File: config.mk
export PLATFORM = sky130hd
export DESIGN_NAME = alu_req_sched
export DESIGN_NICKNAME = d
export VERILOG_FILES = /design/src/rtl/alu_req_sched.sv
export SDC_FILE = /design/constraint.sdc
export NUM_CORES = 1
export LEC_CHECK = 0
export BUFFER_PORTS_ARGS = -buffer_cell sky130_fd_sc_hd__buf_2
export CORE_AREA = 2 2 114 116
export DETAILED_ROUTE_END_ITERATION = 10
export DIE_AREA = 0 0 116 118
export PLACE_DENSITY_LB_ADDON = 0.05
export SETUP_SLACK_MARGIN = 0.05
export SYNTH_ARGS = -nofsm -noshare
export SYNTH_HDL_FRONTEND = slang
export SYNTH_SLANG_ARGS = --single-unit
export TNS_END_PERCENT = 1
File: constraint.sdc
create_clock -name clk -period 2.3 [get_ports clk]
set_input_delay 0 -clock clk [delete_from_list [all_inputs] [get_ports clk]]
set_output_delay 0 -clock clk [all_outputs]
set_load 0.02 [all_outputs]
File: src/rtl/alu_req_sched.sv
`default_nettype none
// ============================================================================
//  Module      : alu_req_sched
//  Description : Round-robin scheduler that time-shares one combinational
//                floating-point ALU between NREQ requesters. Captures the
//                winner's operands, waits a settle window, samples the ALU
//                result, returns it to the owner and keeps sticky flags.
//  Revision    : 1.0  initial release
// ============================================================================
module alu_req_sched #(
   parameter int EXP    = 8,
   parameter int FRAC   = 23,
   parameter int WIDTH  = EXP + FRAC + 1,
   parameter int NREQ   = 2,
   parameter int SETTLE = 2
) (
   input  logic                    clk,
   input  logic                    rst_n,
   input  logic [NREQ-1:0]         req_valid,
   output logic [NREQ-1:0]         req_ready,
   input  logic [NREQ*WIDTH-1:0]   req_op_a,
   input  logic [NREQ*WIDTH-1:0]   req_op_b,
   input  logic [NREQ*2-1:0]       req_op_code,
   input  logic [NREQ-1:0]         req_rnd,
   output logic [NREQ-1:0]         rsp_valid,
   input  logic [NREQ-1:0]         rsp_ready,
   output logic [WIDTH-1:0]        rsp_result,
   output logic [4:0]              rsp_flags,
   output logic [WIDTH-1:0]        alu_op_a,
   output logic [WIDTH-1:0]        alu_op_b,
   output logic [1:0]              alu_op_code,
   output logic                    alu_rnd,
   input  logic [WIDTH-1:0]        alu_result,
   input  logic [4:0]              alu_flags,
   output logic [4:0]              sticky_flags,
   input  logic                    sticky_clr,
   output logic                    busy
);

   localparam int PW = (NREQ > 1) ? $clog2(NREQ) : 1;
   localparam int CW = (SETTLE > 1) ? $clog2(SETTLE) : 1;

   localparam logic [1:0]    S_IDLE   = 2'd0;
   localparam logic [1:0]    S_EXEC   = 2'd1;
   localparam logic [1:0]    S_RESP   = 2'd2;

   localparam logic [PW-1:0] LAST_REQ = PW'(NREQ - 1);
   localparam logic [PW:0]   NREQ_EXT = (PW + 1)'(NREQ);
   localparam logic [CW-1:0] CNT_INIT = CW'(SETTLE - 1);

   logic [1:0]       state;
   logic [1:0]       state_next;
   logic [PW-1:0]    rr_ptr;
   logic [PW-1:0]    owner;
   logic [CW-1:0]    cnt;

   logic [NREQ-1:0]  valid_rot;
   logic [PW-1:0]    offset;
   logic [PW:0]      grant_sum;
   logic [PW-1:0]    grant_idx;
   logic             grant_found;
   logic [WIDTH-1:0] sel_a;
   logic [WIDTH-1:0] sel_b;
   logic [1:0]       sel_op;
   logic             sel_rnd;
   logic             capture;

   assign capture = (state == S_EXEC) && (cnt == '0);

   // Round-robin pick: rotate valids so rr_ptr sits at bit 0, take the lowest
   // set bit, then map the offset back to an absolute requester index.
   always_comb begin
      valid_rot   = (req_valid >> rr_ptr) | (req_valid << (NREQ_EXT - {1'b0, rr_ptr}));
      grant_found = 1'b0;
      offset      = '0;
      for (int j = NREQ - 1; j >= 0; j--) begin
         if (valid_rot[j]) begin
            grant_found = 1'b1;
            offset      = PW'(j);
         end
      end
      grant_sum = {1'b0, rr_ptr} + {1'b0, offset};
      if (grant_sum > {1'b0, LAST_REQ}) begin
         grant_sum = grant_sum - NREQ_EXT;
      end
      grant_idx = grant_sum[PW-1:0];
   end

   // Operand mux for the granted requester.
   always_comb begin
      sel_a   = '0;
      sel_b   = '0;
      sel_op  = '0;
      sel_rnd = 1'b0;
      for (int i = 0; i < NREQ; i++) begin
         if (grant_idx == PW'(i)) begin
            sel_a   = req_op_a[i*WIDTH +: WIDTH];
            sel_b   = req_op_b[i*WIDTH +: WIDTH];
            sel_op  = req_op_code[i*2 +: 2];
            sel_rnd = req_rnd[i];
         end
      end
   end

   // FSM state register.
   always_ff @(posedge clk or negedge rst_n) begin
      if (!rst_n) begin
         state <= S_IDLE;
      end else begin
         state <= state_next;
      end
   end

   // FSM next-state: one operation in flight, response handshake returns to IDLE.
   always_comb begin
      state_next = state;
      case (state)
         S_IDLE:  if (grant_found)      state_next = S_EXEC;
         S_EXEC:  if (cnt == '0)        state_next = S_RESP;
         S_RESP:  if (rsp_ready[owner]) state_next = S_IDLE;
         default:                       state_next = S_IDLE;
      endcase
   end

   // FSM outputs: grant pulse in IDLE (suppressed while in reset), response
   // valid to the owner in RESP, busy outside IDLE.
   always_comb begin
      req_ready = '0;
      rsp_valid = '0;
      for (int i = 0; i < NREQ; i++) begin
         req_ready[i] = rst_n && (state == S_IDLE) && grant_found && (grant_idx == PW'(i));
         rsp_valid[i] = (state == S_RESP) && (owner == PW'(i));
      end
      busy = (state != S_IDLE);
   end

   // Datapath: operand capture on grant, settle countdown, result capture and
   // sticky flag accumulation. A clear coincident with a capture keeps only
   // the flags of that capture.
   always_ff @(posedge clk or negedge rst_n) begin
      if (!rst_n) begin
         rr_ptr       <= '0;
         owner        <= '0;
         cnt          <= '0;
         alu_op_a     <= '0;
         alu_op_b     <= '0;
         alu_op_code  <= '0;
         alu_rnd      <= 1'b0;
         rsp_result   <= '0;
         rsp_flags    <= '0;
         sticky_flags <= '0;
      end else begin
         case (state)
            S_IDLE: begin
               if (grant_found) begin
                  alu_op_a    <= sel_a;
                  alu_op_b    <= sel_b;
                  alu_op_code <= sel_op;
                  alu_rnd     <= sel_rnd;
                  owner       <= grant_idx;
                  cnt         <= CNT_INIT;
                  rr_ptr      <= (grant_idx == LAST_REQ) ? '0 : grant_idx + 1'b1;
               end
            end
            S_EXEC: begin
               if (cnt != '0) begin
                  cnt <= cnt - 1'b1;
               end else begin
                  rsp_result <= alu_result;
                  rsp_flags  <= alu_flags;
               end
            end
            default: ;
         endcase

         if (capture) begin
            sticky_flags <= sticky_clr ? alu_flags : (sticky_flags | alu_flags);
         end else if (sticky_clr) begin
            sticky_flags <= '0;
         end
      end
   end

endmodule
`default_nettype wire

After elaboration in Yosys (flattened, before gate mapping)

Cells that the tools add are included.
W data, S select, Z words.

Register bits after elaboration: 114
Input port bits: 178
Output and inout bits: 114
Word-level logic and storage cells: 66

Add/sub/neg operators: 5
Order comparisons: 2
Equality and inequality tests: 5
Shifts and indexed selects: 2
Multiplexer cells: 21
Bitwise gates (word level): 5
Reduce and logical (&&, ||, !) cells: 15

Operators by type and width:

| kind                  | count |
|---|---|
| $mux W32              | 2 |
| $mux W5               | 3 |
| $mux W1               | 10 |
| $mux W2               | 4 |
| $logic_and A1 B1 Y1   | 7 |
| $ne A2 B2 Y1 const B  | 3 |
| $pmux W2 S3           | 1 |
| $reduce_and A2 Y1     | 3 |
| $reduce_bool A2 Y1    | 3 |
| $or A5 B5 Y5          | 1 |
| $not A1 Y1            | 3 |
| $reduce_and A3 Y1     | 1 |
| $add A1 B1 Y2         | 1 |
| $eq A2 B1 Y1 const B  | 1 |
| $eq A2 B2 Y1 const B  | 1 |
| $gt A2 B1 Y1 const B  | 1 |
| $logic_not A2 Y1      | 1 |
| $lt A1 B2 Y1 const B  | 1 |
| $or A2 B2 Y2          | 1 |
| $pmux W1 S2           | 1 |
| $shl A2 B2 Y2         | 1 |
| $shr A2 B1 Y2         | 1 |
| $sub A1 B1 Y1 const B | 2 |
| $sub A2 B1 Y2 const A | 1 |
| $add A1 B1 Y1 const B | 1 |

Longest topological paths before layout

Gate-level depths: netlist (run 1).

Word-level depth: 10
Gate-level depth with buffers: 6

Worst setup path before layout (run 1)

Ideal clock, no wire load.

Path kind: flip-flop to flip-flop
From: register state[0]
To: register state[1]
Setup time: 0.068 ns
Arrival time: 1.293 ns
Required time: 2.232 ns
Path slack: 0.939 ns
Cell stages (with the launch flop): 3
Path buffers: 0
Cells stage by stage: dfrtp_1 > nor3b_1 > a221o_1

Word-level cells in the longest chain between the ends: 3
Elaborated cells on any way between the ends: 8

RTL lines:

| element                                    | RTL line | RTL |
|---|---|---|
| start, declared                            | 51       | `logic [1:0] state;` |
| start signal, assigned                     | 110      | `state <= state_next;` |
| $eq A2 B2 Y1, or another cell as far along | 117      | `case (state)` |
| $ne A2 B2 Y1 (no source line)              | n/a      |  |
| $reduce_and A3 Y1 (no source line)         | n/a      |  |

Parallel ways exist; a longest one is shown, timed or not.
A chain may end at the register's enable or synchronous reset.

Final worst setup path (run 1)

From: register state[0]
To: register alu_op_b[3]

Word-level cells in the longest chain between the ends: 2

RTL lines:

| element                            | RTL line | RTL |
|---|---|---|
| $logic_not A2 Y1                   | 153      | `case (state)` |
| $reduce_and A2 Y1 (no source line) | n/a      |  |
| end signal, assigned               | 157      | `alu_op_b <= sel_b;` |
| end, declared                      | 30       | `output logic [WIDTH-1:0] alu_op_b,` |

No other way between the ends.

==> results by group, run 1 <==
Status
  – Status: complete, no violations

Placement
  – Placed inst area: 7170 µm²
  – Port-buffer cells: slightly below 300
  – Routability cong.: roughly 0.8
  – Dpl ws: around 0.55 ns
  – Detailed Place HPWL: approximately 12 mm

STA
  – Final setup viols: 0
  – PnR worst setup slack: about 0.14 ns
  – Achievable frequency: 464 MHz
  – RSZ-0062 raised after global routing: false
  – Min Tclk post-route: approximately 2.2 ns
  – Setup TNS: 0 ns
  – Worst-margin pin slew: between 0.7 and 0.8 ns
  – Fin. Hold Viols: 0
  – Period utilization: roughly 94%
  – Slew Limit Fails: 0
  – Fin Clk Skew: 0.00501 ns
  – Max_slew headroom: between 40 and 50%

Pwr
  – Leakage: about 4.4 nW
  – Worst VDD drop: between 0.6 and 0.7 mV
  – Overall power: about 12 mW
  – PD cells: about 1300 nW/µm²

Clock tree
  – Root Buffer: clkbuf_16
  – Post-CTS setup buffers: 0
  – Number of CTS-inserted buffers: 17
  – CTS H-tree depth: 4
  – CTS Buffer Depth: 2
  – Clock sink count: 114
  – CTS tree: yes
  – Worst skew pair latency: 0.41 ns
  – Clock transition at path regs: 0.05 ns

Final layout
  – Fin util: between 70% and 80%
  – Fin area: approximately 9600 µm²
  – Synth-to-Final Area Change: 66.6%
  – Layout cell share with drive strength beyond 1: between 30% and 40%
  – Nets: 1127
  – Diode count: 0

Yosys
  – Ys Warns: 0
  – Predominant post-synthesis flop cell: dfrtp_1
  – Ys async rst share: 100%
  – Syn Area/Cell: about 11 µm²
  – Synth Instances: roughly 530
  – Area share of the largest cell type after synthesis: around half
  – Synth area leaders: dfrtp_1 50%, o2111ai_1 20%, mux2_2 6.9%
  – Distinct cells, synth: 25
  – Cell area after synthesis: between 5000 and 6000 µm²
  – Synthesized net count: ~700
  – Cell taking the most area after synthesis: dfrtp_1
  – Top-count cell post-synth: o2111ai_1
  – EDFF count, synth: 0
  – Register area share after synthesis: 49.7%
  – Synth top cells by count: 134 x o2111ai_1, 114 x dfrtp_1, 67 x nand3_1, 67 x o21ai_0, 45 x clkbuf_1
  – Synth Register Bits: 114

Floorplanning
  – Core footprint: between 10000 and 15000 µm²
  – Die Ht: between 100 and 150 µm
  – Rows: 41
  – Starting Density: between 40% and 50%
  – DIE AREA: around 14000 µm²
  – Die X-Extent: 116 µm
  – Ports: roughly 300

Worst setup path
  – CP bufs+invs: 2
  – CP startpoint kind: flip-flop
  – WP data required: roughly 2.7 ns
  – WP data arrival: approximately 2.5 ns
  – Top delay family on crit path: buffers and inverters
  – Crit Path Class: flip-flop to flip-flop
  – Slowest stage delay, CP: roughly 0.54 ns
  – Worst-path maximum fanout: 138
  – CP max-delay cell: dlygate4sd3_1
  – CP endpoint kind: flip-flop
  – Cells along the critical path: nor2_4 -> buf_12 -> o2111ai_1 -> nand3_1 -> dlygate4sd3_1

Global routing
  – Vias in the first global route: about 7200
  – GR Overflow Total: 0
  – First-pass GRT wire length: 36.2 mm
  – Global-route usage over all layers: 33.4%
  – Initial antenna violation count: 0
  – Largest net degree at the start of global routing: 139

Run
  – MaxCap Viol Count: 0

Route
  – Vias/cell: between 6 and 7
  – Routed wire length: ~23 mm
  – ANT nets after route: 0
  – Initial drt markers: about 600
  – DRC Markers: 0
  – Via count: between 6000 and 7000
  – Drt wl/cell: between 20 and 25 µm
  – Detailed Routing Iterations Pass 1: 8

Hold path
  – Worst hold path class: primary input to flip-flop
cell usage in the layout (no fill, tap or decap), types with 3 or more instances in the layout:
master         synthesis  layout
a22o_1                 5       5
buf_12                 0       4
buf_2                 15     290
buf_4                 10      11
bufinv_16              0       5
clkbuf_16              0      17
clkinv_4               0       3
clkinvlp_4             0       3
dfrtp_1              114     113
dlygate4sd3_1          0     174
inv_1                  4       4
inv_2                  4       3
mux2_2                35      35
nand2_1                4       4
nand3_1               67      67
o2111ai_1            134     134
o21ai_0               67      67
o21ai_1                5       5
repair_timing:
item,CTS,global route
setup endpoints to repair,0,5
resized for setup,0,2
endpoints found under the hold margin,224,0
hold buffers,174,0
per-stage QoR:
step	cells	hold slack, ns
after global placement	928	-0.0859
after detailed placement	928	-0.0777
after CTS	1134	0.0128
final	1134	0.0366
after floorplan	529	-0.296
after global routing	1134	0.0358
tightest hold or removal path, cell delays in order:
cell and delay (ns):
buf_2 0.08, inv_1 0.09, a22o_1 0.23
final timing paths:
check                                from               to  slack (ns)  cells past startpoint
max reg2reg                      state[0]      alu_op_b[3]        0.14                      5
min                            sticky_clr  sticky_flags[3]        0.04                      3
min in group asynchronous           rst_n    rsp_result[2]        0.05                      2
min reg2reg                rsp_result[29]   rsp_result[29]        0.50                      1
max in group asynchronous           rst_n      alu_op_a[7]        1.46                      3
max                              state[0]      alu_op_b[3]        0.14                      5
registers in the layout, indices dropped and copies added (netlist names):
name,cells
alu_op_a,32
alu_op_b,32
rsp_result,32
rsp_flags,5
sticky_flags,5
alu_op_code,2
state,2
alu_rnd,1
cnt,1
owner,1
rr_ptr,1
per-layer routing:
layer  global-route usage (%)  vias to the layer above  part of all wire (%)
li1                         -                     2985                     -
met1                     39.3                     3332                    38
met2                     55.2                      452                    49
met3                     8.39                      107                   8.3
met4                     18.4                        0                   4.8
met5                        0                        -                     0
cell families after synthesis:
family | Yosys count | synth area share (%)
and+or+nand+nor | 78 | 7.43
DFF | 114 | 49.7
AOI/OAI and AO/OA | 214 | 28.0
buffers and inverters | 86 | 7.51
muxes | 37 | 7.38
layout make-up:
class | instances | area [µm²]
Clock buffer | 19 | 443
Multi-Input combinational cell | 329 | 2460
Fill cell | 835 | 2850
Timing Repair Buffer | 479 | 3360
Inverter | 8 | 32.5
Clock inverter | 13 | 209
Sequential cell | 114 | 2850
Tap cell | 172 | 215
report_power, final:
group	internal [mW]	leakage [nW]	total, mW	switching [mW]
clock network	1.95	0.309	2.92	0.970
logic	2.10	2.71	5.84	3.74
registers	3.01	1.39	3.56	0.552
total	7.06	4.40	12.3	5.26
Note: power is estimated with default switching activity, not from simulation.
==> inputs of run 2 (changes only) <==
GPL_ROUTABILITY_DRIVEN = 0   (was unset)
clock period = 2.7 ns   (was 2.3 ns; I/O delays follow)
==> run 2 against run 1 <==
  * Global-route usage fell by 1.7 points
  * Fmax shrank 8.7%
  * Register-to-register slack gained 0.19 ns
  * Count of clock-buffer cells in the layout stayed put
  * Die area is the same
  * Sequential share of layout area is 0.38 points higher
  * Critical path depth unchanged
  * Sequential cell count stayed put
==> results by group, run 2 (synthesized netlist as in run 1, its figures left out) <==
Hold path
  – Hold path cells: 3
  – Worst hold path class: primary input to flip-flop
  – Hold path endpoint: sticky_flags[0]
  – HP Start: sticky_clr

STA
  – RSZ-0062 raised after global routing: false
  – Setup TNS: 0 ns
  – Final setup viols: 0
  – Worst-margin pin slew: around 1.1 ns
  – Fin Clk Skew: approximately 0.0075 ns
  – Fin. Hold Viols: 0
  – Period utilization: 87.5%
  – Slew Limit Fails: 0
  – Achievable frequency: around 420 MHz
  – Min Tclk post-route: 2.36 ns
  – Max_slew headroom: 26.6%

Worst setup path
  – Cells along the critical path: nor2_4 -> inv_2 -> o21ai_0 -> nand3_1 -> dlygate4sd3_1
  – CP max-delay cell: inv_2
  – Reg2Reg Depth: 5
  – CP startpoint kind: flip-flop
  – WP data arrival: approximately 2.7 ns
  – Slowest stage delay, CP: about 0.79 ns
  – FF-to-FF End: alu_op_b[13]
  – Crit Path Class: flip-flop to flip-flop
  – Worst-path maximum fanout: 69
  – WP data required: slightly above 3 ns
  – Setup slack, reg-to-reg: 0.34 ns
  – CP endpoint kind: flip-flop
  – Worst r2r src: state[0]

Clock tree
  – Clock transition at path regs: approximately 0.050 ns
  – Worst skew pair latency: approximately 0.4 ns
  – Post-CTS setup buffers: 0
  – # hold bufs at CTS: between 150 and 200
  – CTS Buffer Depth: 2
  – CTS H-tree depth: 4
  – Resized Gates After CTS: 0
  – CTS tree: yes
  – Root Buffer: clkbuf_16
  – Number of CTS-inserted buffers: 17
  – Clock sink count: 114

Final layout
  – Synth-to-Final Area Change: 64.5%
  – Fin util: around 76%
  – Nets: between 1000 and 1500
  – Layout cell share with drive strength beyond 1: ~39%
  – Fillers: approximately 920
  – Largest registers: alu_op_a x32, alu_op_b x32, rsp_result x32
  – Final non-filler cell total: between 1000 and 1500
  – FF/Latch Area: approximately 2900 µm²
  – Most common cell after layout, fill and taps aside: buf_2
  – Diode count: 0
  – Fin area: 9450 µm²
  – Commonest non-fill, non-tap cells in the layout: 290 x buf_2, 174 x dlygate4sd3_1, 134 x o2111ai_1
  – Area of the multi-input gates: between 2000 and 2500 µm²

Global routing
  – Global-route usage over all layers: a little under a third
  – GR Overflow Total: 0
  – Vias in the first global route: roughly 6900
  – Initial antenna violation count: 0
  – First-pass GRT wire length: 34.3 mm
  – Largest net degree at the start of global routing: between 100 and 150

Pwr
  – Worst VDD drop: 0.608 mV
  – Leakage: 4.40 nW
  – PD cells: 1150 nW/µm²

Route
  – Detailed Routing Iterations Pass 1: 5
  – Via count: ~6700
  – Vias/cell: ~6.0
  – Drt wl/cell: around 19 µm
  – ANT nets after route: 0
  – Routed wire length: about 22 mm
  – Initial drt markers: approximately 620
  – DRC Markers: 0

Placement
  – Port-buffer cells: a little under 300
  – Placed inst area: just over 7000 µm²
  – Detailed Place HPWL: between 10 and 15 mm
  – DP Cell Count: between 900 and 1000

Floorplanning
  – Core footprint: between 10000 and 15000 µm²
  – Rows: between 40 and 50
  – Die X-Extent: 116 µm
  – Die Ht: ~120 µm
  – Ports: ~290
  – DIE AREA: 13700 µm²
  – Starting Density: about 46%

Status
  – Status: complete, no violations

Run
  – MaxCap Viol Count: 0
==> run 2: cell count changes in the layout (fill, tap and decap cells not counted), moves of 2 or more <==
cell,delta
buf_4,-4
bufinv_16,-3
clkinv_2,+2
clkinv_4,-3
==> run 2: worst max-delay path, delay by kind of cell, from the launching register on <==
family                 cells  cell delay [ns]
DFF                        1             0.46
AOI/OAI and AO/OA          1             0.26
buffers and inverters      2             1.35
and+or+nand+nor            2             0.20
==> run 2: worst max-delay path by stage <==
| stage | startpoint | to | depth (start not counted) |
|---|---|---|---|
| global placement | state[0] | alu_op_b[15] | 4 |
| floorplan | state[0] | state[1] | 2 |
| CTS | state[0] | alu_op_b[2] | 5 |
| global route | state[0] | alu_op_b[29] | 5 |
| detailed placement | state[0] | alu_op_b[26] | 4 |
| finish | state[0] | alu_op_b[13] | 5 |
==> run 2: area by class of cell <==
class | instances | area share (%)
well taps | 172 | 2.28
multi-input cells | 329 | 26.0
repair buffers | 475 | 35.2
inverters | 8 | 0.318
clock buffers | 19 | 4.79
flip-flops and latches | 114 | 30.2
clock inverters | 10 | 1.18
==> run 2: power breakdown <==
group,internal [mW],switching (mW)
logic,2.43,3.27
registers,2.56,0.440
clock network,1.38,0.756
==> run 2: metrics by stage <==
stage	setup WS, ns	hold slack (ns)	total power [mW]
global route	0.213	0.0518	11.5
global placement	0.997	0.0223	7.46
CTS	0.383	0.00995	10.8
detailed placement	0.939	0.0240	7.58
finish	0.338	0.0512	10.8
floorplan	1.34	-0.296	6.16
==> run 2: metal layers <==
metal / global-route usage [%] / part of all wire, % / vias up
met1: 36.7 / 37 / 3285
met4: 17.5 / 4.2 / 0
met3: 7.36 / 8.4 / 75
met2: 53.3 / 50 / 393
li1: - / - / 2966
met5: 0 / 0 / -
